$ cat src/rtl/controlador_embalagem_if.sv
// Operator panel, conveyor sensor, belt motor and box handler signals of the packaging controller.
interface controlador_embalagem_if;
    localparam int unsigned CONTAGEM_W = 4;
    localparam int unsigned CAIXAS_W   = 8;

    logic                  habilita;
    logic                  sensor_item;
    logic                  troca_ack;
    logic                  esteira;
    logic                  troca_req;
    logic [CONTAGEM_W-1:0] contagem;
    logic                  caixa_cheia;
    logic                  perdido;
    logic                  erro;
    logic [CAIXAS_W-1:0]   caixas;

    // Plant side: panel, sensor and handler drive inputs, observe actuators/status.
    modport master (
        output habilita, sensor_item, troca_ack,
        input  esteira, troca_req, contagem, caixa_cheia, perdido, erro, caixas
    );

    // Controller side.
    modport slave (
        input  habilita, sensor_item, troca_ack,
        output esteira, troca_req, contagem, caixa_cheia, perdido, erro, caixas
    );
endinterface

$ cat src/rtl/controlador_embalagem.sv
// Packaging controller: counts items into boxes of 12, stops the belt, handshakes
// a box change with the handler and restarts. Optional completed-box counter is
// built when CONTA_CAIXAS_EN is defined; otherwise caixas reads 0.
module controlador_embalagem #(
    parameter int unsigned PARADA_CICLOS  = 4,
    parameter int unsigned TIMEOUT_CICLOS = 1000
) (
    input  logic                  clock,
    input  logic                  reset,
    controlador_embalagem_if.slave bus
);
    localparam int unsigned CONTAGEM_W = 4;
    localparam int unsigned CAIXAS_W   = 8;
    localparam int unsigned TMR_W      = 16;

    localparam logic [CONTAGEM_W-1:0] CONTAGEM_MAX = CONTAGEM_W'(12);
    localparam logic [TMR_W-1:0]      PARADA_FIM   = TMR_W'(PARADA_CICLOS - 1);
    localparam logic [TMR_W-1:0]      TIMEOUT_FIM  = TMR_W'(TIMEOUT_CICLOS - 1);

    typedef enum logic [2:0] {
        IDLE,
        CONTANDO,
        PARADA,
        TROCA,
        LIBERA,
        ERRO
    } estado_t;

    estado_t               estado;
    logic [TMR_W-1:0]      timer;
    logic                  sinc_1;
    logic                  sinc_2;
    logic                  sinc_3;
    logic                  item_pulso;
    logic                  esteira_q;
    logic                  troca_req_q;
    logic [CONTAGEM_W-1:0] contagem_q;
    logic                  caixa_cheia_q;
    logic                  perdido_q;
    logic                  erro_q;
    logic [CAIXAS_W-1:0]   caixas_q;

    // Two-stage synchronizer for the raw sensor plus a delay stage for edge detection.
    always_ff @(posedge clock or posedge reset) begin
        if (reset) begin
            sinc_1 <= 1'b0;
            sinc_2 <= 1'b0;
            sinc_3 <= 1'b0;
        end else begin
            sinc_1 <= bus.sensor_item;
            sinc_2 <= sinc_1;
            sinc_3 <= sinc_2;
        end
    end

    assign item_pulso = sinc_2 & ~sinc_3;

    // Controller FSM with registered outputs; pulses default low every cycle.
    always_ff @(posedge clock or posedge reset) begin
        if (reset) begin
            estado        <= IDLE;
            timer         <= '0;
            esteira_q     <= 1'b0;
            troca_req_q   <= 1'b0;
            contagem_q    <= '0;
            caixa_cheia_q <= 1'b0;
            perdido_q     <= 1'b0;
            erro_q        <= 1'b0;
`ifdef CONTA_CAIXAS_EN
            caixas_q      <= '0;
`endif
        end else begin
            caixa_cheia_q <= 1'b0;
            perdido_q     <= 1'b0;

            // Items arriving while the belt is not in counting mode are reported, never counted.
            if (item_pulso && (estado != CONTANDO)) begin
                perdido_q <= 1'b1;
            end

            case (estado)
                IDLE: begin
                    esteira_q <= 1'b0;
                    if (bus.habilita) begin
                        estado    <= CONTANDO;
                        esteira_q <= 1'b1;
                    end
                end

                CONTANDO: begin
                    if (item_pulso && (contagem_q < CONTAGEM_MAX)) begin
                        contagem_q <= contagem_q + CONTAGEM_W'(1);
                    end
                    // Completing the box takes priority over a simultaneous disable.
                    if (item_pulso && (contagem_q == CONTAGEM_MAX - CONTAGEM_W'(1))) begin
                        estado    <= PARADA;
                        esteira_q <= 1'b0;
                        timer     <= '0;
                    end else if (!bus.habilita) begin
                        estado    <= IDLE;
                        esteira_q <= 1'b0;
                    end
                end

                PARADA: begin
                    esteira_q <= 1'b0;
                    if (timer == PARADA_FIM) begin
                        estado      <= TROCA;
                        troca_req_q <= 1'b1;
                        timer       <= '0;
                    end else begin
                        timer <= timer + TMR_W'(1);
                    end
                end

                TROCA: begin
                    // Acknowledge wins over a timeout expiring on the same cycle.
                    if (bus.troca_ack) begin
                        estado        <= LIBERA;
                        troca_req_q   <= 1'b0;
                        contagem_q    <= '0;
                        caixa_cheia_q <= 1'b1;
`ifdef CONTA_CAIXAS_EN
                        caixas_q      <= caixas_q + CAIXAS_W'(1);
`endif
                    end else if (timer == TIMEOUT_FIM) begin
                        estado      <= ERRO;
                        troca_req_q <= 1'b0;
                        erro_q      <= 1'b1;
                    end else begin
                        timer <= timer + TMR_W'(1);
                    end
                end

                LIBERA: begin
                    if (!bus.troca_ack) begin
                        if (bus.habilita) begin
                            estado    <= CONTANDO;
                            esteira_q <= 1'b1;
                        end else begin
                            estado <= IDLE;
                        end
                    end
                end

                ERRO: begin
                    esteira_q   <= 1'b0;
                    troca_req_q <= 1'b0;
                    erro_q      <= 1'b1;
                end

                default: begin
                    estado      <= IDLE;
                    esteira_q   <= 1'b0;
                    troca_req_q <= 1'b0;
                end
            endcase
        end
    end

`ifndef CONTA_CAIXAS_EN
    assign caixas_q = '0;
`endif

    assign bus.esteira     = esteira_q;
    assign bus.troca_req   = troca_req_q;
    assign bus.contagem    = contagem_q;
    assign bus.caixa_cheia = caixa_cheia_q;
    assign bus.perdido     = perdido_q;
    assign bus.erro        = erro_q;
    assign bus.caixas      = caixas_q;

endmodule

$ cat src/flat_wrapper.sv
// flat-port wrapper written by rule: the top's interface ports become plain ports
module controlador_embalagem_flat 
#(
    parameter int unsigned PARADA_CICLOS  = 4,
    parameter int unsigned TIMEOUT_CICLOS = 1000
)
  (clock, reset, bus_habilita, bus_sensor_item, bus_troca_ack, bus_esteira, bus_troca_req, bus_contagem, bus_caixa_cheia, bus_perdido, bus_erro, bus_caixas);
  controlador_embalagem_if bus_i ();
  input  logic clock;
  input  logic reset;
  input wire logic [$bits(bus_i.habilita)-1:0] bus_habilita;
  input wire logic [$bits(bus_i.sensor_item)-1:0] bus_sensor_item;
  input wire logic [$bits(bus_i.troca_ack)-1:0] bus_troca_ack;
  output wire logic [$bits(bus_i.esteira)-1:0] bus_esteira;
  output wire logic [$bits(bus_i.troca_req)-1:0] bus_troca_req;
  output wire logic [$bits(bus_i.contagem)-1:0] bus_contagem;
  output wire logic [$bits(bus_i.caixa_cheia)-1:0] bus_caixa_cheia;
  output wire logic [$bits(bus_i.perdido)-1:0] bus_perdido;
  output wire logic [$bits(bus_i.erro)-1:0] bus_erro;
  output wire logic [$bits(bus_i.caixas)-1:0] bus_caixas;
  assign bus_i.habilita = bus_habilita;
  assign bus_i.sensor_item = bus_sensor_item;
  assign bus_i.troca_ack = bus_troca_ack;
  assign bus_esteira = bus_i.esteira;
  assign bus_troca_req = bus_i.troca_req;
  assign bus_contagem = bus_i.contagem;
  assign bus_caixa_cheia = bus_i.caixa_cheia;
  assign bus_perdido = bus_i.perdido;
  assign bus_erro = bus_i.erro;
  assign bus_caixas = bus_i.caixas;
  controlador_embalagem #(.PARADA_CICLOS(PARADA_CICLOS), .TIMEOUT_CICLOS(TIMEOUT_CICLOS)) u_core (.clock(clock), .reset(reset), .bus(bus_i));
endmodule
$ cat config.mk
export PLATFORM = sky130hd
export DESIGN_NAME = controlador_embalagem_flat
export DESIGN_NICKNAME = d
export VERILOG_FILES = /design/src/rtl/controlador_embalagem_if.sv /design/src/rtl/controlador_embalagem.sv /design/src/flat_wrapper.sv
export SDC_FILE = /design/constraint.sdc
export NUM_CORES = 1
export LEC_CHECK = 0
export BUFFER_PORTS_ARGS = -buffer_cell sky130_fd_sc_hd__clkbuf_2
export CORE_MARGIN = 4
export CORE_UTILIZATION = 55
export DETAILED_ROUTE_END_ITERATION = 8
export HOLD_SLACK_MARGIN = 0.06
export PLACE_DENSITY = 0.81
export SLEW_MARGIN = 20
export SYNTH_ARGS = -nofsm -noshare
export SYNTH_HDL_FRONTEND = slang
export SYNTH_SLANG_ARGS = --single-unit
$ cat constraint.sdc
create_clock -name clock -period 3.4 [get_ports clock]
set_input_delay 0.85 -clock clock [delete_from_list [all_inputs] [get_ports clock]]
set_output_delay 0.85 -clock clock [all_outputs]
set_load 0.02 [all_outputs]
**After elaboration in Yosys (flattened, before gate mapping)**

Cells that the tools add are included.

- Register bits after elaboration: 31
- Bits of input ports: 5
- Output and inout port bits: 17
- Logic and storage cells: 87

- $add $sub $neg: 2
- Order comparisons: 1
- Eq/ne operators: 21
- Muxes and demuxes: 33
- Bitwise gates (word level): 5
- Reductions and logical operators: 14

Operators by type and width:

| operator | number |
|---|---|
| 2-to-1 mux 16 bit | 4 |
| case mux 16 bit (3 select lines) | 1 |
| 2-to-1 mux 3 bit | 7 |
| case mux 3 bit (6 select lines) | 1 |
| adder 16 x 1 -> 16 bit, second input constant | 1 |
| == test 16 x 10 -> 1 bit, second input constant | 1 |
| == test 16 x 2 -> 1 bit, second input constant | 1 |
| 2-to-1 mux 1 bit | 14 |
| inequality test 2 bit, second input constant | 6 |
| AND reduction 3 bit | 3 |
| 2-to-1 mux 4 bit | 2 |
| inequality test 2 x 1 -> 1 bit, second input constant | 4 |
| case mux 4 bit (2 select lines) | 1 |
| AND reduction 4 bit | 2 |
| == test 3 x 2 -> 1 bit, second input constant | 2 |
| == test 3 bit, second input constant | 2 |
| inequality test 3 x 2 -> 1 bit, second input constant | 2 |
| AND reduction 6 bit | 1 |
| adder 4 x 1 -> 4 bit, second input constant | 1 |
| == test 4 bit, second input constant | 1 |
| less-than comparator 4 bit, second input constant | 1 |
| NOT 1 bit | 4 |
| case mux 1 bit (4 select lines) | 1 |
| nonzero test 2 bit | 2 |
| 9 further kinds | 11 |

**Logic depth before layout (Yosys ltp)**

- Depth in word-level cells: 5
- Gate-level depth with buffers: 7
- Gate-level depth less buffers: 7

**Worst setup path after synthesis**

OpenSTA, ideal clock, no wires.

- Path type: input-to-reg
- Start point: input port bus_troca_ack
- End point: register u_core.timer[10]
- Data arrival time: 1811 ps
- Required time: 3279 ps
- Setup slack: 1468 ps
- Stages on the path: 5
- Cell sequence: a21boi_0 > a22oi_1 > o21bai_2 > a21o_1 > a22o_1

- Cells in the longest elaborated chain, start to end: 2

RTL lines:

| element | RTL line | source |
|---|---|---|
| start, declared | flat_wrapper.sv:13 | `input wire logic [$bits(bus_i.troca_ack)-1:0] bus_troca_ack;` |
| inequality test 2 bit (no source line) | n/a |  |
| AND reduction 4 bit (no source line) | n/a |  |
| end signal, assigned | controlador_embalagem.sv:112 | `timer <= timer + TMR_W'(1);` |
| end signal, assigned | controlador_embalagem.sv:131 | `timer <= timer + TMR_W'(1);` |
| end, declared | controlador_embalagem.sv:30 | `logic [TMR_W-1:0] timer;` |

No other way between the ends.
A chain may end at the register's enable or synchronous reset.

**Worst setup path after layout**

- Start point: register u_core.estado[1]
- End point: register u_core.timer[0]

- Cells in the longest elaborated chain, start to end: 3

RTL lines:

| element | RTL line | source |
|---|---|---|
| start, declared | controlador_embalagem.sv:29 | `estado_t estado;` |
| start signal, assigned | controlador_embalagem.sv:61 | `estado <= IDLE;` |
| start signal, assigned | controlador_embalagem.sv:85 | `estado <= CONTANDO;` |
| start signal, assigned | controlador_embalagem.sv:96 | `estado <= PARADA;` |
| == test 3 x 2 -> 1 bit / == test 3 x 1 -> 1 bit (equally long branches) | controlador_embalagem.sv:81 | `case (estado)` |
| inequality test 2 bit (no source line) (tied with other cells) | n/a |  |
| AND reduction 4 bit (no source line) | n/a |  |

Parallel ways exist; a longest one is shown, timed or not.

==> impl_metrics.csv <==
group,metric,value,unit
clocking,cts_buffer_depth,2,
floorplan,coreArea,3103,sq um
setup_path,crit_arrival,2810,ps
setup_path,crit_required,3620,ps
drt,via_per_inst,5.818,
logic_synthesis,syn_area,1813,sq um
logic_synthesis,synth_cell_types,44,
grt,grt-ovfl-total,0,
timing,finalCriticalPeriod,2587,ps
logic_synthesis,netlist.area_leader.share,42.79,%
grt,grt_start_max_net_pins,32,
layout,multiInputGateArea,945.9,sq um
timing,finalSetupViolations,0,
clocking,ctsHtreeMaxLevel,2,
floorplan,die-area,4279,sq um
setup_path,rrSetupSlack,810,ps
clocking,clk_latency,340,ps
logic_synthesis,yosysTopAreaCell,"dfrtp_1",
drt,route.detailed.drc,0,
layout,final_layout_size_suffix_gt1_share,12.73,%
logic_synthesis,synth_edf_count,0,
layout,nNetsFinal,226,
setup_path,critPathMaxFanout,18,
logic_synthesis,async_flop_share,100.0,%
run_status,status,"finished clean",
layout,n_fill_cell,292,
clocking,cts_buffers,5,
clocking,hold_buffers,0,
grt,track_usage,19.93,%
power,p_total,0.6604,mW
min_path,min_path_type,"reg2reg",
layout,antennaDiodeCount,0,
layout,seqCellArea,775.7,sq um
floorplan,pin_count,22,
placed_design,dp_hpwl,2.621,mm
setup_path,slowest_delay,880,ps
timing,fin_setup_tns,0,ps
grt,grt_pass1_wl,6.527,mm
drt,drt-pass1-iter-count,4,
timing,slew_headroom,27.69,%
logic_synthesis,synth_seq_cells,31,
floorplan,dieWidth,65.42,um
timing,maxSlewViolCount,0,
timing,hold_viol,0,
drt,ant_nets,0,
logic_synthesis,synthFlopType,"dfrtp_1",
drt,first_iter_violations,97,
setup_path,crit_chain,"nor2b_1 -> a22oi_1 -> o21bai_2 -> nor2_1 -> mux2_2",
logic_synthesis,ys.warnings.count,0,
setup_path,start_kind,"flop",
power,ir_drop,0.2583,mV
logic_synthesis,postSynthAreaPerCell,8.844,sq um
placed_design,portBuffers,13,
timing,worst_pin_slew,1085,ps
clocking,path_clk_slew,110,ps
clocking,cts.sinks,31,
timing,grt_setup_unrepaired,"false",
power,power_density,341.0,nW/um^2
floorplan,start_util,58.43,%
logic_synthesis,synth_area_leaders,"dfrtp_1 (43%), o21ai_0 (5.2%), nand2_1 (5.2%), nand3_1 (4.1%), mux2i_1 (3.3%)",
setup_path,path_class,"reg2reg",
logic_synthesis,ys_seq_area_share,42.79,%
drt,wirelength,3.699,mm
drt,via_count,1536,
drt,wire_per_inst,14.01,um
clocking,cts_tree,"yes",
grt,antenna_found_initial,0,
clocking,cts_setup_buffers,0,
layout,syn_to_final_growth,6.832,%
clocking,root_buffer,"clkbuf_4",
floorplan,die_height,65.42,um
setup_path,cp_slowest_cell,"a22oi_1",
power,leakage,0.8522,nW
setup_path,cp-end-kind,"flop",
timing,fmax,386.6,MHz
clocking,cts_resized,0,
flow_run,maxCapViolations,0,
logic_synthesis,synth_cells,205,
placed_design,gp_congestion,0.8220,
timing,fin_skew,12.20,ps
floorplan,rows,20,
grt,grt_pass1_vias,1329,
timing,finalCritPeriodShare,76.08,%
layout by cell type, fill, tap and decap left out, types with 2 or more instances in the layout:
master	count
a211oi_1	3
a21boi_0	2
a21o_1	5
a21oi_1	8
a22o_1	6
a22oi_1	3
and3_1	3
buf_4	2
clkbuf_2	13
clkbuf_4	5
conb_1	8
dfrtp_1	31
ha_1	2
inv_1	7
mux2i_1	6
nand2_1	25
nand2b_1	3
nand3_1	15
nand4_1	3
nand4b_1	2
nor2_1	11
nor2b_1	3
nor3_1	8
nor4_1	2
nor4bb_1	2
o211ai_1	2
o21ai_0	19
or3_1	2
path summary, 6_finish.rpt:
path                            cells past startpoint                           end                          from
worst max-delay path                                5   u_core.timer[0]$_DFFE_PP0P_  u_core.estado[1]$_DFFE_PP0P_
worst min-delay path                                0       u_core.sinc_2$_DFF_PP0_       u_core.sinc_1$_DFF_PP0_
worst max register to register                      5   u_core.timer[0]$_DFFE_PP0P_  u_core.estado[1]$_DFFE_PP0P_
worst min register to register                      0       u_core.sinc_2$_DFF_PP0_       u_core.sinc_1$_DFF_PP0_
max in group asynchronous                           3  u_core.timer[10]$_DFFE_PP0P_                         reset
min in group asynchronous                           3       u_core.sinc_3$_DFF_PP0_                         reset
per-layer routing:
layer | wire length [um] | up-vias | GRT usage [%]
li1 | - | 765 | -
met1 | 1907 | 726 | 29.50
met2 | 1550 | 39 | 27.69
met3 | 183 | 6 | 5.641
met4 | 57 | 0 | 6.995
met5 | 0 | - | 0
Yosys cell counts, types with 4 or more instances:
| cell | count |
|---|---|
| dfrtp_1 | 31 |
| nand2_1 | 25 |
| o21ai_0 | 19 |
| nand3_1 | 15 |
| nor2_1 | 11 |
| a21oi_1 | 8 |
| buf_4 | 8 |
| nor3_1 | 8 |
| inv_1 | 7 |
| a22o_1 | 6 |
| mux2i_1 | 6 |
| a21o_1 | 5 |
| buf_2 | 4 |
registers in the layout, indices dropped and copies added (netlist names):
| register | cells |
|---|---|
| u_core.timer | 16 |
| u_core.bus.contagem | 4 |
| u_core.estado | 3 |
| u_core.bus.caixa_cheia | 1 |
| u_core.bus.erro | 1 |
| u_core.bus.esteira | 1 |
| u_core.bus.perdido | 1 |
| u_core.bus.troca_req | 1 |
| u_core.sinc_1 | 1 |
| u_core.sinc_2 | 1 |
| u_core.sinc_3 | 1 |
cell type report:
type                    count  share of cell area [%]
clock buffers               6                   2.132
flip-flops and latches     31                   40.05
multi-input cells         159                   48.84
clock inverters             2                  0.6460
well taps                  44                   2.842
repair buffers             15                   4.134
inverters                   7                   1.357
power by group:
| part | switching (mW) | internal (mW) | leakage, nW |
|---|---|---|---|
| sequential | 0.0110 | 0.376 | 0.365 |
| clock | 0.129 | 0.0796 | 0.0282 |
| combinational | 0.0440 | 0.0203 | 0.459 |
worst max-delay path: cells and delay by family, from the launching register on:
| family | cells | cell delay [ps] |
|---|---|---|
| AO/OA/AOI/OAI | 2 | 1200 |
| AND/OR/NAND/NOR | 2 | 400 |
| flip-flops | 1 | 590 |
| multiplexers | 1 | 280 |
cell families (layout without fill, tap and decap cells):
| logic type | count (synthesis) | count (layout) | share of synthesized area (%) |
|---|---|---|---|
| fa+ha+maj | 2 | 2 | 1.380 |
| other cells | 1 | 8 | 0.2068 |
| flops | 31 | 31 | 42.79 |
| buf+inv | 22 | 30 | 6.488 |
| compound gates | 57 | 57 | 21.12 |
| mux | 7 | 7 | 3.934 |
| simple gates | 85 | 85 | 24.09 |
metrics by stage:
stage | setup WS [ps] | std cells | cell area [sq um] | hold slack (ps) | util, %
2_1_floorplan | 1468 | 212 | 1839 | 331.2 | -
3_3_place_gp | 586.1 | 256 | 1883 | 332.6 | 60.69
3_5_place_dp | 530.9 | 256 | 1883 | 335.6 | 60.69
4_1_cts | 852.4 | 264 | 1937 | 360.7 | 62.42
5_1_grt | 644.0 | 264 | 1937 | 385.1 | 62.42
6_report | 813.2 | 264 | 1937 | 360.1 | 62.42
Power figures use the tool's default switching activity.
